`config.mk`:
```
export PLATFORM = sky130hd
export DESIGN_NAME = ahb_host_cmd_queue
export DESIGN_NICKNAME = d
export VERILOG_FILES = /design/src/rtl/ahb_host_cmd_queue.sv
export SDC_FILE = /design/constraint.sdc
export NUM_CORES = 1
export LEC_CHECK = 0
export CAP_MARGIN = 15
export CORE_ASPECT_RATIO = 0.7
export CORE_UTILIZATION = 50
export DETAILED_ROUTE_END_ITERATION = 10
export PLACE_DENSITY = 0.72
export SYNTH_ARGS = -nofsm -noshare
export SYNTH_HDL_FRONTEND = slang
export SYNTH_SLANG_ARGS = --single-unit
```
`constraint.sdc`:
```
create_clock -name hclk -period 10 [get_ports hclk]
set_input_delay 1 -clock hclk [delete_from_list [all_inputs] [get_ports hclk]]
set_output_delay 1 -clock hclk [all_outputs]
set_load 0.05 [all_outputs]
```
`src/rtl/ahb_host_cmd_queue.sv`:
```
// Host-side command queue in front of the AHB master: buffers read/write commands,
// presents them one at a time, flags sequential continuation and buffers read data.
module ahb_host_cmd_queue #(
  parameter int unsigned CMD_DEPTH = 4,
  parameter int unsigned RSP_DEPTH = 4,
  parameter int unsigned ADDR_W    = 32,
  parameter int unsigned DATA_W    = 32
) (
  input  logic              hclk,
  input  logic              hreset,
  input  logic              cmd_valid,
  output logic              cmd_ready,
  input  logic              cmd_write,
  input  logic [2:0]        cmd_size,
  input  logic [ADDR_W-1:0] cmd_addr,
  input  logic [DATA_W-1:0] cmd_wdata,
  output logic              cmd_err,
  output logic              host_read,
  output logic              host_write,
  output logic              host_cont,
  output logic [2:0]        host_size,
  output logic [ADDR_W-1:0] host_addr,
  output logic [DATA_W-1:0] host_wdata,
  input  logic              bus_wready,
  input  logic              bus_rdone,
  input  logic [DATA_W-1:0] bus_rdata,
  output logic              rsp_valid,
  output logic [DATA_W-1:0] rsp_data,
  input  logic              rsp_ready,
  output logic              busy
);

  localparam int unsigned CAW = $clog2(CMD_DEPTH);
  localparam int unsigned RAW = $clog2(RSP_DEPTH);
  localparam int unsigned RPW = RAW + 1;

  typedef struct packed {
    logic              write;
    logic [2:0]        size;
    logic [ADDR_W-1:0] addr;
    logic [DATA_W-1:0] wdata;
  } cmd_t;

  typedef enum logic [1:0] {StIdle, StWr, StRd} state_e;

  cmd_t              cmd_mem [CMD_DEPTH];
  logic [CAW:0]      cmd_wptr_q, cmd_rptr_q;
  logic [DATA_W-1:0] rsp_mem [RSP_DEPTH];
  logic [RAW:0]      rsp_wptr_q, rsp_rptr_q, rsp_cnt;

  state_e            state_q;
  logic              init_q, cmd_err_q;
  logic              host_read_q, host_write_q, host_cont_q;
  logic [2:0]        host_size_q;
  logic [ADDR_W-1:0] host_addr_q, seq_addr;
  logic [DATA_W-1:0] host_wdata_q;

  cmd_t head;
  logic cmd_empty, cmd_full, cmd_legal, cmd_accept, cmd_push;
  logic done, rsp_push, rsp_pop, rsp_room, head_ok, load, cont_d;

  // Command FIFO flags and admission of new commands.
  always_comb begin
    cmd_empty  = (cmd_wptr_q == cmd_rptr_q);
    cmd_full   = (cmd_wptr_q[CAW] != cmd_rptr_q[CAW]) &&
                 (cmd_wptr_q[CAW-1:0] == cmd_rptr_q[CAW-1:0]);
    cmd_ready  = init_q & ~cmd_full;
    cmd_legal  = 1'b0;
    case (cmd_size)
      3'd0:    cmd_legal = 1'b1;
      3'd1:    cmd_legal = ~cmd_addr[0];
      3'd2:    cmd_legal = (cmd_addr[1:0] == 2'b00);
      default: cmd_legal = 1'b0;
    endcase
    cmd_accept = cmd_valid & cmd_ready;
    cmd_push   = cmd_accept & cmd_legal;
  end

  // Completion, response room and the decision to load the next head.
  always_comb begin
    head     = cmd_mem[cmd_rptr_q[CAW-1:0]];
    done     = ((state_q == StWr) && bus_wready) || ((state_q == StRd) && bus_rdone);
    rsp_push = (state_q == StRd) && bus_rdone;
    rsp_cnt  = rsp_wptr_q - rsp_rptr_q;
    rsp_pop  = rsp_valid & rsp_ready;
    // A read may only issue if its eventual data has a slot, counting the push happening now.
    rsp_room = rsp_push ? (rsp_cnt < RPW'(RSP_DEPTH - 1)) : (rsp_cnt < RPW'(RSP_DEPTH));
    head_ok  = ~cmd_empty & (head.write | rsp_room);
    load     = head_ok && ((state_q == StIdle) || done);
    seq_addr = host_addr_q + (ADDR_W'(1) << host_size_q);
    cont_d   = (state_q != StIdle) && (head.write == host_write_q) &&
               (head.size == host_size_q) && (head.addr == seq_addr) &&
               (head.addr[9:0] != 10'd0);
  end

  // Command FIFO pointers.
  always_ff @(posedge hclk or posedge hreset) begin
    if (hreset) begin
      cmd_wptr_q <= '0;
      cmd_rptr_q <= '0;
    end else begin
      if (cmd_push) cmd_wptr_q <= cmd_wptr_q + 1'b1;
      if (load)     cmd_rptr_q <= cmd_rptr_q + 1'b1;
    end
  end

  // Command FIFO storage.
  always_ff @(posedge hclk) begin
    if (cmd_push) cmd_mem[cmd_wptr_q[CAW-1:0]] <= {cmd_write, cmd_size, cmd_addr, cmd_wdata};
  end

  // Response FIFO pointers.
  always_ff @(posedge hclk or posedge hreset) begin
    if (hreset) begin
      rsp_wptr_q <= '0;
      rsp_rptr_q <= '0;
    end else begin
      if (rsp_push) rsp_wptr_q <= rsp_wptr_q + 1'b1;
      if (rsp_pop)  rsp_rptr_q <= rsp_rptr_q + 1'b1;
    end
  end

  // Response FIFO storage.
  always_ff @(posedge hclk) begin
    if (rsp_push) rsp_mem[rsp_wptr_q[RAW-1:0]] <= bus_rdata;
  end

  // Ready-after-reset flag and rejected-command pulse.
  always_ff @(posedge hclk or posedge hreset) begin
    if (hreset) begin
      init_q    <= 1'b0;
      cmd_err_q <= 1'b0;
    end else begin
      init_q    <= 1'b1;
      cmd_err_q <= cmd_accept & ~cmd_legal;
    end
  end

  // Request FSM with registered request outputs.
  always_ff @(posedge hclk or posedge hreset) begin
    if (hreset) begin
      state_q      <= StIdle;
      host_read_q  <= 1'b0;
      host_write_q <= 1'b0;
      host_cont_q  <= 1'b0;
      host_size_q  <= '0;
      host_addr_q  <= '0;
      host_wdata_q <= '0;
    end else if (load) begin
      state_q      <= head.write ? StWr : StRd;
      host_write_q <= head.write;
      host_read_q  <= ~head.write;
      host_cont_q  <= cont_d;
      host_size_q  <= head.size;
      host_addr_q  <= head.addr;
      host_wdata_q <= head.wdata;
    end else if (done) begin
      state_q      <= StIdle;
      host_write_q <= 1'b0;
      host_read_q  <= 1'b0;
      host_cont_q  <= 1'b0;
    end
  end

  // Output drive; response data is forced to zero while the FIFO is empty.
  always_comb begin
    cmd_err    = cmd_err_q;
    host_read  = host_read_q;
    host_write = host_write_q;
    host_cont  = host_cont_q;
    host_size  = host_size_q;
    host_addr  = host_addr_q;
    host_wdata = host_wdata_q;
    rsp_valid  = (rsp_wptr_q != rsp_rptr_q);
    rsp_data   = rsp_valid ? rsp_mem[rsp_rptr_q[RAW-1:0]] : '0;
    busy       = (state_q != StIdle) | ~cmd_empty;
  end

endmodule
```
* Word level (Yosys, flattened, before mapping)
Memory sizes are Yosys's and may differ from the RTL's.
Index checks and enable logic that the tools add are counted.
** Cells by class
- $add $sub $neg :: 6
- $lt $le $gt $ge :: 2
- Equality and inequality tests :: 11
- Shifts and indexed selects :: 1
- Multiplexer cells :: 14
- Bitwise logic cells :: 13
- Reductions and logical operators :: 16
** Operators by type and width (count)
- 32-bit adder :: 1
- 32-bit equality test :: 1
- 32-bit 2-to-1 mux :: 1
- 1-bit by 3-bit << shifter with 32-bit output, first input constant :: 1
- 3-bit by 1-bit adder with 3-bit output, second input constant :: 4
- 10-bit nonzero test :: 1
- 1-bit 2-to-1 mux :: 9
- 1-bit logical AND :: 8
- 1-bit AND :: 6
- 3-bit equality test :: 2
- 2-bit 2-to-1 mux :: 3
- 1-bit NOT :: 5
- 2-bit logical NOT :: 2
- 2-bit nonzero test :: 2
- 3-bit by 1-bit equality test with 1-bit output, second input constant :: 1
- 3-bit by 2-bit equality test with 1-bit output, second input constant :: 1
- 3-bit logical NOT :: 1
- 3-bit by 2-bit less-than comparator with 1-bit output, second input constant :: 1
- 3-bit less-than comparator, second input constant :: 1
- 3-bit != test :: 1
- 1-bit case mux with 3 select lines :: 1
- 3-bit subtractor :: 1
- 2-bit by 1-bit equality test with 1-bit output, second input constant :: 1
- 2-bit equality test :: 1
- other kinds (5) :: 7
** Storage, ports and cells
- Bits in registers :: 86
- Bits in writable memories :: 400
- Input port bits :: 106
- Output and inout port bits :: 106
- Word-level logic and storage cells :: 78
- Memories kept :: 2
** Memories
- cmd_mem :: words 4, width 68, read ports 1, clocked after memory_dff 0, wr ports 1, line 46 : cmd_t cmd_mem [CMD_DEPTH];
- rsp_mem :: words 4, width 32, read ports 1, clocked after memory_dff 0, wr ports 1, line 48 : logic [DATA_W-1:0] rsp_mem [RSP_DEPTH];

* Longest topological paths before layout
Gate-level depths: netlist of the first run.
- Depth in word-level cells :: 8
- Mapped depth :: 12
- Depth with buffers taken out :: 11

* Worst setup path after synthesis of the first run
No wires, ideal clock.
- Path kind :: reg-to-reg
- Start point :: reg cmd_rptr_q[0]
- End point :: mem cmd_mem[3][0] (netlist bit) (enable)
- Setup time :: 0.435 ns
- Arrival time :: 3.719 ns
- Setup slack :: 5.847 ns
- Stages on the path, launching flop included :: 10
- Buffers on the path :: 3
- Period minus slack after synthesis :: 4.153 ns
- Cells stage by stage :: dfrtp_1 buf_6 buf_4 buf_6 xnor2_1 nand2_1 o21a_1 nand2_1 nor3_1 and2_1
** Between the ends
- Word-level cells in the longest chain between the ends :: 8
** Ends and longest elaborated chain
- from (decl) :: line 47 : logic [CAW:0] cmd_wptr_q, cmd_rptr_q;
- from (signal assigned) :: line 103 : if (load) cmd_rptr_q <= cmd_rptr_q + 1'b1;
- 2-bit equality test :: line 66 : (cmd_wptr_q[CAW-1:0] == cmd_rptr_q[CAW-1:0]);
- 1-bit logical AND :: line 65 : cmd_full = (cmd_wptr_q[CAW] != cmd_rptr_q[CAW]) &&
- 1-bit NOT :: line 67 : cmd_ready = init_q & ~cmd_full;
- 1-bit AND :: line 67
- named net cmd_ready :: line 12 : output logic cmd_ready,
- 1-bit AND :: line 75 : cmd_accept = cmd_valid & cmd_ready;
- 1-bit AND :: line 76 : cmd_push = cmd_accept & cmd_legal;
- 1-bit 2-to-1 mux :: line 109 : if (cmd_push) cmd_mem[cmd_wptr_q[CAW-1:0]] <= {cmd_write, cmd_size, cmd_addr, cmd_wdata};
- 1-bit 2-to-1 mux (not written as such) :: line 109
- to (decl) :: line 46
The timed path passes the listed nets, and every way through them passes these cells.

* Final worst setup path of the first run
- Start point :: reg rsp_rptr_q[0]
- End point :: out rsp_data[19]
** Between the ends
- Word-level cells in the longest chain between the ends :: 2
** Ends and longest elaborated chain
- from (decl) :: line 49 : logic [RAW:0] rsp_wptr_q, rsp_rptr_q, rsp_cnt;
- from (signal assigned) :: line 119 : if (rsp_pop) rsp_rptr_q <= rsp_rptr_q + 1'b1;
- memory read 4 x 32 bit or 3-bit != test (tied branches)
- 32-bit 2-to-1 mux (*) :: line 175 : rsp_data = rsp_valid ? rsp_mem[rsp_rptr_q[RAW-1:0]] : '0;
- to (decl) :: line 28 : output logic [DATA_W-1:0] rsp_data,
Mark *: on every way between the ends. The rest lies on a longest branch, timed or not.

==> metrics.txt, run 1 <==
# TYPE chip_impl_metric gauge
chip_impl_metric{name="worst_pin_slew",unit="ps"} 979
chip_impl_metric{name="vias",unit=""} 10198
chip_impl_metric{name="synth.net_count",unit=""} 1187
chip_impl_info{name="critPathSlowestCell",value="sky130_fd_sc_hd__clkdlybuf4s50_1"} 1
chip_impl_metric{name="required",unit="ps"} 9000
chip_impl_metric{name="cts.repair.resized",unit=""} 0
chip_impl_metric{name="upper_clock_frequency_limit",unit="GHz"} 0.250
chip_impl_metric{name="wirelength",unit="µm"} 40500
chip_impl_metric{name="syn_area_per_cell",unit="µm²"} 18.6
chip_impl_info{name="criticalPathCategory",value="flop to output pin"} 1
chip_impl_metric{name="ys.warnings.count",unit=""} 0
chip_impl_metric{name="clock-skew-final",unit="ps"} 22.0
chip_impl_metric{name="vdd_ir_drop_max",unit="µV"} 223
chip_impl_metric{name="die_width",unit="µm"} 239
chip_impl_metric{name="post_route_cells_drive_above_1_share",unit="%"} 17.0
chip_impl_info{name="grt_setup_unrepaired",value="no"} 1
chip_impl_metric{name="syn-instance-count",unit=""} 1059
chip_impl_metric{name="number_of_failing_setup_endpoints_in_the_final_timing_report",unit=""} 0
chip_impl_metric{name="synth_enable_flop_cells",unit=""} 400
chip_impl_metric{name="grt_first_pass_wirelength",unit="µm"} 62700
chip_impl_metric{name="die_area",unit="mm²"} 0.0402
chip_impl_info{name="startpoint_type",value="flop"} 1
chip_impl_metric{name="synth.ff_latch_count",unit=""} 484
chip_impl_info{name="mostFrequentLayoutCell",value="sky130_fd_sc_hd__edfxtp_1"} 1
chip_impl_metric{name="postLayoutSetupSlackWorst",unit="ps"} 5990
chip_impl_metric{name="final-max-slew-violation-count",unit=""} 0
chip_impl_metric{name="drtAntennaViolNets",unit=""} 0
chip_impl_info{name="min_from",value="cmd_wptr_q[2]$_DFFE_PP0P_"} 1
chip_impl_metric{name="period_utilisation_layout",unit="%"} 40.1
chip_impl_metric{name="num_rows",unit=""} 60
chip_impl_metric{name="post-place-ws",unit="ps"} 5780
chip_impl_metric{name="drv_cap",unit=""} 0
chip_impl_metric{name="drt_first_pass_iters",unit=""} 5
chip_impl_metric{name="vias_in_the_first_global_route",unit=""} 10620
chip_impl_metric{name="globalplace.congestion",unit=""} 0.884
chip_impl_metric{name="maximum_number_of_pins_on_one_net_before_global_route_repair",unit=""} 71
chip_impl_metric{name="power.static_leakage",unit="nW"} 8.18
chip_impl_metric{name="clock_path_buffers",unit=""} 3
chip_impl_metric{name="worstSkewPairLatency",unit="ps"} 560
chip_impl_metric{name="maxSlewHeadroom",unit="%"} 34.7
chip_impl_info{name="timing.critical_path.to_type",value="output pin"} 1
chip_impl_metric{name="clkSinkCount",unit=""} 484
chip_impl_metric{name="detail_route.drc_violations",unit=""} 0
chip_impl_info{name="tritoncts",value="yes"} 1
chip_impl_metric{name="remaining_global_route_overflow",unit=""} 0
chip_impl_metric{name="synth-async-reset-ratio",unit="%"} 17.4
chip_impl_metric{name="ys_types",unit=""} 69
chip_impl_metric{name="min_period",unit="ps"} 4010
chip_impl_metric{name="drt-wirelength-per-cell",unit="µm"} 21.8
chip_impl_metric{name="timing.hold.ws",unit="ps"} 499
chip_impl_metric{name="cts_post_setup_buffers_inserted",unit=""} 0
chip_impl_metric{name="synth_seq_area_share",unit="%"} 71.6
chip_impl_info{name="outcome",value="complete, no violations"} 1
chip_impl_metric{name="worst_ep_arrival_time",unit="ps"} 3010
chip_impl_metric{name="area_growth",unit="%"} 20.7
chip_impl_metric{name="core_area",unit="mm²"} 0.0387
chip_impl_metric{name="ctsHtreeMaxLevel",unit=""} 2
chip_impl_metric{name="design.portCount",unit=""} 212
chip_impl_metric{name="clk_pin_slew_worst_paths",unit="ps"} 60
chip_impl_info{name="hold_path.class",value="flop to flop"} 1
chip_impl_metric{name="place.detailed.hpwl",unit="µm"} 25600
chip_impl_info{name="synth-main-ff-cell",value="sky130_fd_sc_hd__edfxtp_1"} 1
chip_impl_metric{name="layout.nets",unit=""} 1414
chip_impl_metric{name="finalHoldViolCount",unit=""} 0
chip_impl_info{name="cp_cell_sequence",value="buf_4, mux4_2, and2_1, clkdlybuf4s50_1"} 1
chip_impl_metric{name="fin_util",unit="%"} 61.6
chip_impl_metric{name="port_buffers",unit=""} 211
chip_impl_info{name="mostFrequentLayoutCells",value="sky130_fd_sc_hd__edfxtp_1 (400), sky130_fd_sc_hd__clkdlybuf4s50_1 (211), sky130_fd_sc_hd__nand2_1 (99), sky130_fd_sc_hd__mux4_2 (85), sky130_fd_sc_hd__dfrtp_1 (81)"} 1
chip_impl_metric{name="vias_per_cell",unit=""} 5.50
chip_impl_info{name="timing.rr.start",value="cmd_rptr_q[0]$_DFFE_PP0P_"} 1
chip_impl_metric{name="holdBufCountCts",unit=""} 0
chip_impl_metric{name="critical_path_peak_fanout",unit=""} 34
chip_impl_metric{name="crit_path_max_incr_delay",unit="ps"} 690
chip_impl_metric{name="drt_first_iter_violations",unit=""} 745
chip_impl_info{name="root_buffer",value="sky130_fd_sc_hd__clkbuf_16"} 1
chip_impl_metric{name="cellPowerDensity",unit="mW/mm²"} 336
chip_impl_metric{name="track_usage",unit="%"} 20.7
chip_impl_info{name="crit_path_start",value="rsp_rptr_q[0]$_DFFE_PP0P_"} 1
chip_impl_metric{name="numCtsBuffers",unit=""} 45
chip_impl_metric{name="initial_antenna_violation_count",unit=""} 7
chip_impl_metric{name="post_synth_instance_area",unit="mm²"} 0.0197
chip_impl_metric{name="fp.dieH",unit="µm"} 168
chip_impl_metric{name="tns",unit="ps"} 0
chip_impl_metric{name="initial_utilization",unit="%"} 51.0
## report_power, final
| group | switching, mW | total [mW] | leakage [nW] | internal (mW) |
|---|---|---|---|---|
| Sequential | 0.288 | 2.76 | 4.61 | 2.47 |
| Clock | 0.712 | 1.68 | 0.708 | 0.966 |
| Combinational | 2.13 | 3.57 | 2.86 | 1.44 |
| Total | 3.13 | 8.01 | 8.18 | 4.88 |
## flip-flops by register name (all words and copies together), names as in the netlist
signal,flops
init_q,1
host_cont,1
cmd_mem,272
cmd_wptr_q,3
host_wdata,32
rsp_rptr_q,3
host_addr,32
state_q,2
cmd_rptr_q,3
host_size,3
cmd_err,1
rsp_mem,128
rsp_wptr_q,3
## worst max-delay path: cells and delay by family (launching register included)
kind                   cells  cell delay [ps]
buffers and inverters      2             1240
muxes                      1              630
and+or+nand+nor            1              180
DFF                        1              380
## layer usage
metal | global-route usage [%] | wire length, µm | up-vias
li1 | - | - | 4620
met1 | 29.7 | 18000 | 5183
met2 | 32.2 | 18900 | 334
met3 | 5.07 | 2840 | 59
met4 | 5.04 | 752 | 2
met5 | 0 | 11 | -
## kinds of logic (layout without fill, tap and decap cells)
group           Yosys count  after routing  synth area share [%]
compound gates           58             58                  2.18
fa+ha+maj                22             22                  1.47
other cells               1              7                0.0190
xor+xnor                 59             59                  2.73
flops                   484            484                  71.6
simple gates            232            232                  5.97
buf+inv                  56            318                  1.75
mux                     147            147                  14.3
## through the flow
| stage | instances | power (mW) | cell area [µm²] |
|---|---|---|---|
| final | 1854 | 8.01 | 23800 |
| after floorplan | 1059 | 5.35 | 19700 |
| after detailed placement | 1765 | 6.38 | 22300 |
| after global routing | 1849 | 8.40 | 23800 |
| after CTS | 1847 | 8.07 | 23800 |
| after global placement | 1765 | 6.33 | 22300 |
## cell usage after synthesis (all sizes together), types with 3 or more instances
cell type / count / area, µm²
edfxtp: 400 / 12000
mux4: 99 / 2280
nand2: 99 / 372
dfrtp: 84 / 2100
and2: 43 / 269
mux2: 43 / 484
xnor2: 38 / 340
buf: 26 / 183
clkbuf: 20 / 125
ha: 20 / 250
xor2: 20 / 175
nor2: 17 / 63.8
nand3: 13 / 65.1
o21ai: 11 / 55.1
a21oi: 10 / 50.1
inv: 10 / 37.5
nand4: 10 / 62.6
and3: 8 / 51.3
nor3: 8 / 40.0
nor3b: 8 / 60.1
nor4: 6 / 37.5
mux2i: 5 / 50.1
a21o: 4 / 30.0
o21a: 4 / 30.0
or3: 4 / 25.0
nor4b: 3 / 26.3
o211ai: 3 / 27.5
o22ai: 3 / 18.8
o31ai: 3 / 22.5
## path summary, 6_finish.rpt
path / to / slack, ps / cells after the start
min in group asynchronous: host_wdata[5]$_DFFE_PP0P_ / 810 / 2
min reg2reg: cmd_wptr_q[2]$_DFFE_PP0P_ / 500 / 1
min: cmd_wptr_q[2]$_DFFE_PP0P_ / 500 / 1
max reg2reg: host_cont$_DFFE_PP0P_ / 6330 / 8
max in group asynchronous: cmd_rptr_q[1]$_DFFE_PP0P_ / 7930 / 3
max: rsp_data[19] / 5990 / 4
## area by class of cell
type / count / area [µm²]
fill: 2784 / 14900
sequential: 484 / 14100
multi-input combinational: 519 / 5280
timing repair buffer: 226 / 2230
inverter: 10 / 40.0
antenna: 6 / 15.0
clock buffer: 66 / 1280
clock inverter: 16 / 175
tap: 527 / 659
No activity file was read; power rests on OpenSTA's default activity.
==> run 2, diff against run 1 <==
==> constraint.sdc (replaced) <==
create_clock -name hclk -period 3.7 [get_ports hclk]
set_input_delay 0.37 -clock hclk [delete_from_list [all_inputs] [get_ports hclk]]
set_output_delay 0.37 -clock hclk [all_outputs]
set_load 0.05 [all_outputs]
==> metrics.txt, run 2 (synthesis gave the netlist of run 1 again) <==
# TYPE chip_impl_metric gauge
chip_impl_info{name="outcome",value="complete, no violations"} 1
chip_impl_metric{name="ff2ff_path_depth",unit=""} 10
chip_impl_info{name="crit_path_start",value="cmd_rptr_q[1]$_DFFE_PP0P_"} 1
chip_impl_info{name="mostFrequentLayoutCell",value="sky130_fd_sc_hd__edfxtp_1"} 1
chip_impl_metric{name="num_rows",unit=""} 60
chip_impl_metric{name="cts.repair.resized",unit=""} 0
chip_impl_metric{name="clk_pin_slew_worst_paths",unit="ps"} 60
chip_impl_metric{name="required",unit="ps"} 3330
chip_impl_metric{name="period_utilisation_layout",unit="%"} 87.5
chip_impl_metric{name="tns",unit="ps"} 0
chip_impl_metric{name="area_growth",unit="%"} 21.4
chip_impl_metric{name="core_area",unit="mm²"} 0.0387
chip_impl_metric{name="combinationalPowerShare",unit="%"} 44.7
chip_impl_metric{name="detail_route.drc_violations",unit=""} 0
chip_impl_metric{name="vias",unit=""} 10212
chip_impl_info{name="startpoint_type",value="flop"} 1
chip_impl_metric{name="grt_first_pass_wirelength",unit="µm"} 63700
chip_impl_info{name="crit_path_to",value="busy"} 1
chip_impl_metric{name="ctsHtreeMaxLevel",unit=""} 2
chip_impl_metric{name="final-max-slew-violation-count",unit=""} 0
chip_impl_metric{name="vias_in_the_first_global_route",unit=""} 10612
chip_impl_metric{name="globalplace.congestion",unit=""} 0.890
chip_impl_metric{name="numPlacedInstances",unit=""} 1780
chip_impl_metric{name="vias_per_cell",unit=""} 5.47
chip_impl_info{name="timing.rr.end",value="host_cont$_DFFE_PP0P_"} 1
chip_impl_metric{name="place.detailed.hpwl",unit="µm"} 26700
chip_impl_metric{name="upper_clock_frequency_limit",unit="GHz"} 0.309
chip_impl_metric{name="worst_ep_arrival_time",unit="ps"} 2870
chip_impl_metric{name="crit_path_max_incr_delay",unit="ps"} 780
chip_impl_metric{name="number_of_failing_setup_endpoints_in_the_final_timing_report",unit=""} 0
chip_impl_metric{name="post_route_cells_drive_above_1_share",unit="%"} 20.1
chip_impl_metric{name="netSwitchingFraction",unit="%"} 39.3
chip_impl_info{name="root_buffer",value="sky130_fd_sc_hd__clkbuf_16"} 1
chip_impl_metric{name="finalHoldViolCount",unit=""} 0
chip_impl_metric{name="seq_power_share",unit="%"} 34.2
chip_impl_metric{name="maxSlewHeadroom",unit="%"} 55.3
chip_impl_metric{name="fin_total_pwr",unit="mW"} 21.8
chip_impl_metric{name="drt_first_pass_iters",unit=""} 5
chip_impl_metric{name="internal_power",unit="mW"} 13.2
chip_impl_metric{name="die_area",unit="mm²"} 0.0402
chip_impl_info{name="timing.critical_path.to_type",value="output pin"} 1
chip_impl_metric{name="largest_reg_flops",unit=""} 272
chip_impl_metric{name="initial_antenna_violation_count",unit=""} 5
chip_impl_info{name="mostFrequentLayoutCells",value="sky130_fd_sc_hd__edfxtp_1 (400), sky130_fd_sc_hd__clkdlybuf4s50_1 (178), sky130_fd_sc_hd__nand2_1 (99), sky130_fd_sc_hd__mux4_2 (85), sky130_fd_sc_hd__dfrtp_1 (81)"} 1
chip_impl_metric{name="initial_utilization",unit="%"} 51.0
chip_impl_metric{name="vdd_ir_drop_max",unit="µV"} 544
chip_impl_metric{name="drt-wirelength-per-cell",unit="µm"} 22.2
chip_impl_metric{name="min_period",unit="ps"} 3240
chip_impl_info{name="hold_path.class",value="input pin to asynchronous set/reset pin"} 1
chip_impl_metric{name="finish.cell_count_without_fillers",unit=""} 1866
chip_impl_metric{name="fp.dieH",unit="µm"} 168
chip_impl_info{name="timing.rr.start",value="host_size[0]$_DFFE_PP0P_"} 1
chip_impl_metric{name="power.static_leakage",unit="nW"} 8.31
chip_impl_info{name="grt_setup_unrepaired",value="no"} 1
chip_impl_metric{name="critical_path_peak_fanout",unit=""} 36
chip_impl_metric{name="worstSkewPairLatency",unit="ps"} 570
chip_impl_metric{name="design.portCount",unit=""} 212
chip_impl_info{name="critPathSlowestCell",value="sky130_fd_sc_hd__dfrtp_4"} 1
chip_impl_metric{name="cts_post_setup_buffers_inserted",unit=""} 0
chip_impl_metric{name="maximum_number_of_pins_on_one_net_before_global_route_repair",unit=""} 50
chip_impl_metric{name="timing.hold.ws",unit="ps"} 204
chip_impl_metric{name="wirelength",unit="µm"} 41400
chip_impl_metric{name="postLayoutSetupSlackWorst",unit="ps"} 462
chip_impl_metric{name="post-place-ws",unit="ps"} 572
chip_impl_metric{name="port_buffers",unit=""} 211
chip_impl_metric{name="drt_first_iter_violations",unit=""} 684
chip_impl_metric{name="clock-skew-final",unit="ps"} 20.4
chip_impl_info{name="cp_cell_sequence",value="xnor2_1, nand3_1, or3_1, clkdlybuf4s50_1"} 1
chip_impl_metric{name="worst_pin_slew",unit="ps"} 671
chip_impl_metric{name="clkSinkCount",unit=""} 484
chip_impl_info{name="tritoncts",value="yes"} 1
chip_impl_metric{name="clock_path_buffers",unit=""} 3
chip_impl_metric{name="cellPowerDensity",unit="mW/mm²"} 909
chip_impl_metric{name="layout.nets",unit=""} 1428
chip_impl_metric{name="drv_cap",unit=""} 0
chip_impl_metric{name="remaining_global_route_overflow",unit=""} 0
chip_impl_metric{name="regToRegSetupSlack",unit="ps"} 530
chip_impl_metric{name="holdBufCountCts",unit=""} 0
chip_impl_metric{name="drtAntennaViolNets",unit=""} 0
chip_impl_info{name="criticalPathCategory",value="flop to output pin"} 1
chip_impl_metric{name="track_usage",unit="%"} 21.1
chip_impl_metric{name="clock_power_share",unit="%"} 21.1
chip_impl_metric{name="p_switching",unit="mW"} 8.56
chip_impl_metric{name="numCtsBuffers",unit=""} 45
chip_impl_metric{name="die_width",unit="µm"} 239
-- run 2: how the worst min path moves through the flow --
stage,end,slack [ps],cells past startpoint,start
final,host_wdata[7]$_DFFE_PP0P_,200,2,hreset
after global routing,host_wdata[4]$_DFFE_PP0P_,230,2,hreset
after CTS,host_wdata[5]$_DFFE_PP0P_,200,2,hreset
after detailed placement,cmd_wptr_q[2]$_DFFE_PP0P_,490,1,cmd_wptr_q[2]$_DFFE_PP0P_
after global placement,cmd_wptr_q[2]$_DFFE_PP0P_,480,1,cmd_wptr_q[2]$_DFFE_PP0P_
after floorplan,cmd_wptr_q[2]$_DFFE_PP0P_,460,1,cmd_wptr_q[2]$_DFFE_PP0P_
-- run 2: worst max-delay path, delay by kind of cell, from the launching register on --
kind	cells	cell delay, ps
simple gates	2	550
flops	1	780
buf+inv	1	770
xor+xnor	1	200
-- run 2: cell type report --
type	count	area, µm²
clock inverter	17	206
timing repair buffer	240	2360
multi-input combinational	519	5280
sequential	484	14100
inverter	10	40.0
clock buffer	66	1250
fill	2755	14700
antenna	3	7.51
tap	527	659
-- run 2: layer usage --
layer | vias to the layer above | GRT usage, % | share of wire (%)
met5 | - | 0 | 0.075
met2 | 266 | 33.0 | 47
met4 | 4 | 4.57 | 1.2
met1 | 5240 | 30.4 | 46
met3 | 44 | 4.97 | 6.1
li1 | 4658 | - | -
-- run 2: per-stage QoR --
step | util [%] | instance area, µm²
2_1_floorplan | - | 19700
3_3_place_gp | 58.1 | 22500
3_5_place_dp | 58.1 | 22500
4_1_cts | 61.9 | 23900
5_1_grt | 61.9 | 23900
6_report | 61.9 | 23900
-- run 2: power groups by stage --
stage,Sequential (mW),Clock [mW],Combinational [mW]
6_report,7.44,4.60,9.72
5_1_grt,7.54,4.90,10.3
4_1_cts,7.44,4.71,9.81
3_5_place_dp,7.54,0,9.77
3_3_place_gp,7.52,0,9.68
2_1_floorplan,8.50,0,5.95
==> run 3, diff against run 2 <==
--- a/config.mk
+++ b/config.mk
@@ -5,7 +5,7 @@
 export SDC_FILE = /design/constraint.sdc
 export NUM_CORES = 1
 export LEC_CHECK = 0
-export CAP_MARGIN = 15
+export CAP_MARGIN = 20
 export CORE_ASPECT_RATIO = 0.7
 export CORE_UTILIZATION = 50
 export DETAILED_ROUTE_END_ITERATION = 10
==> results of run 3 <==
No change in the layout: final DEF, timing and power equal those of run 2.
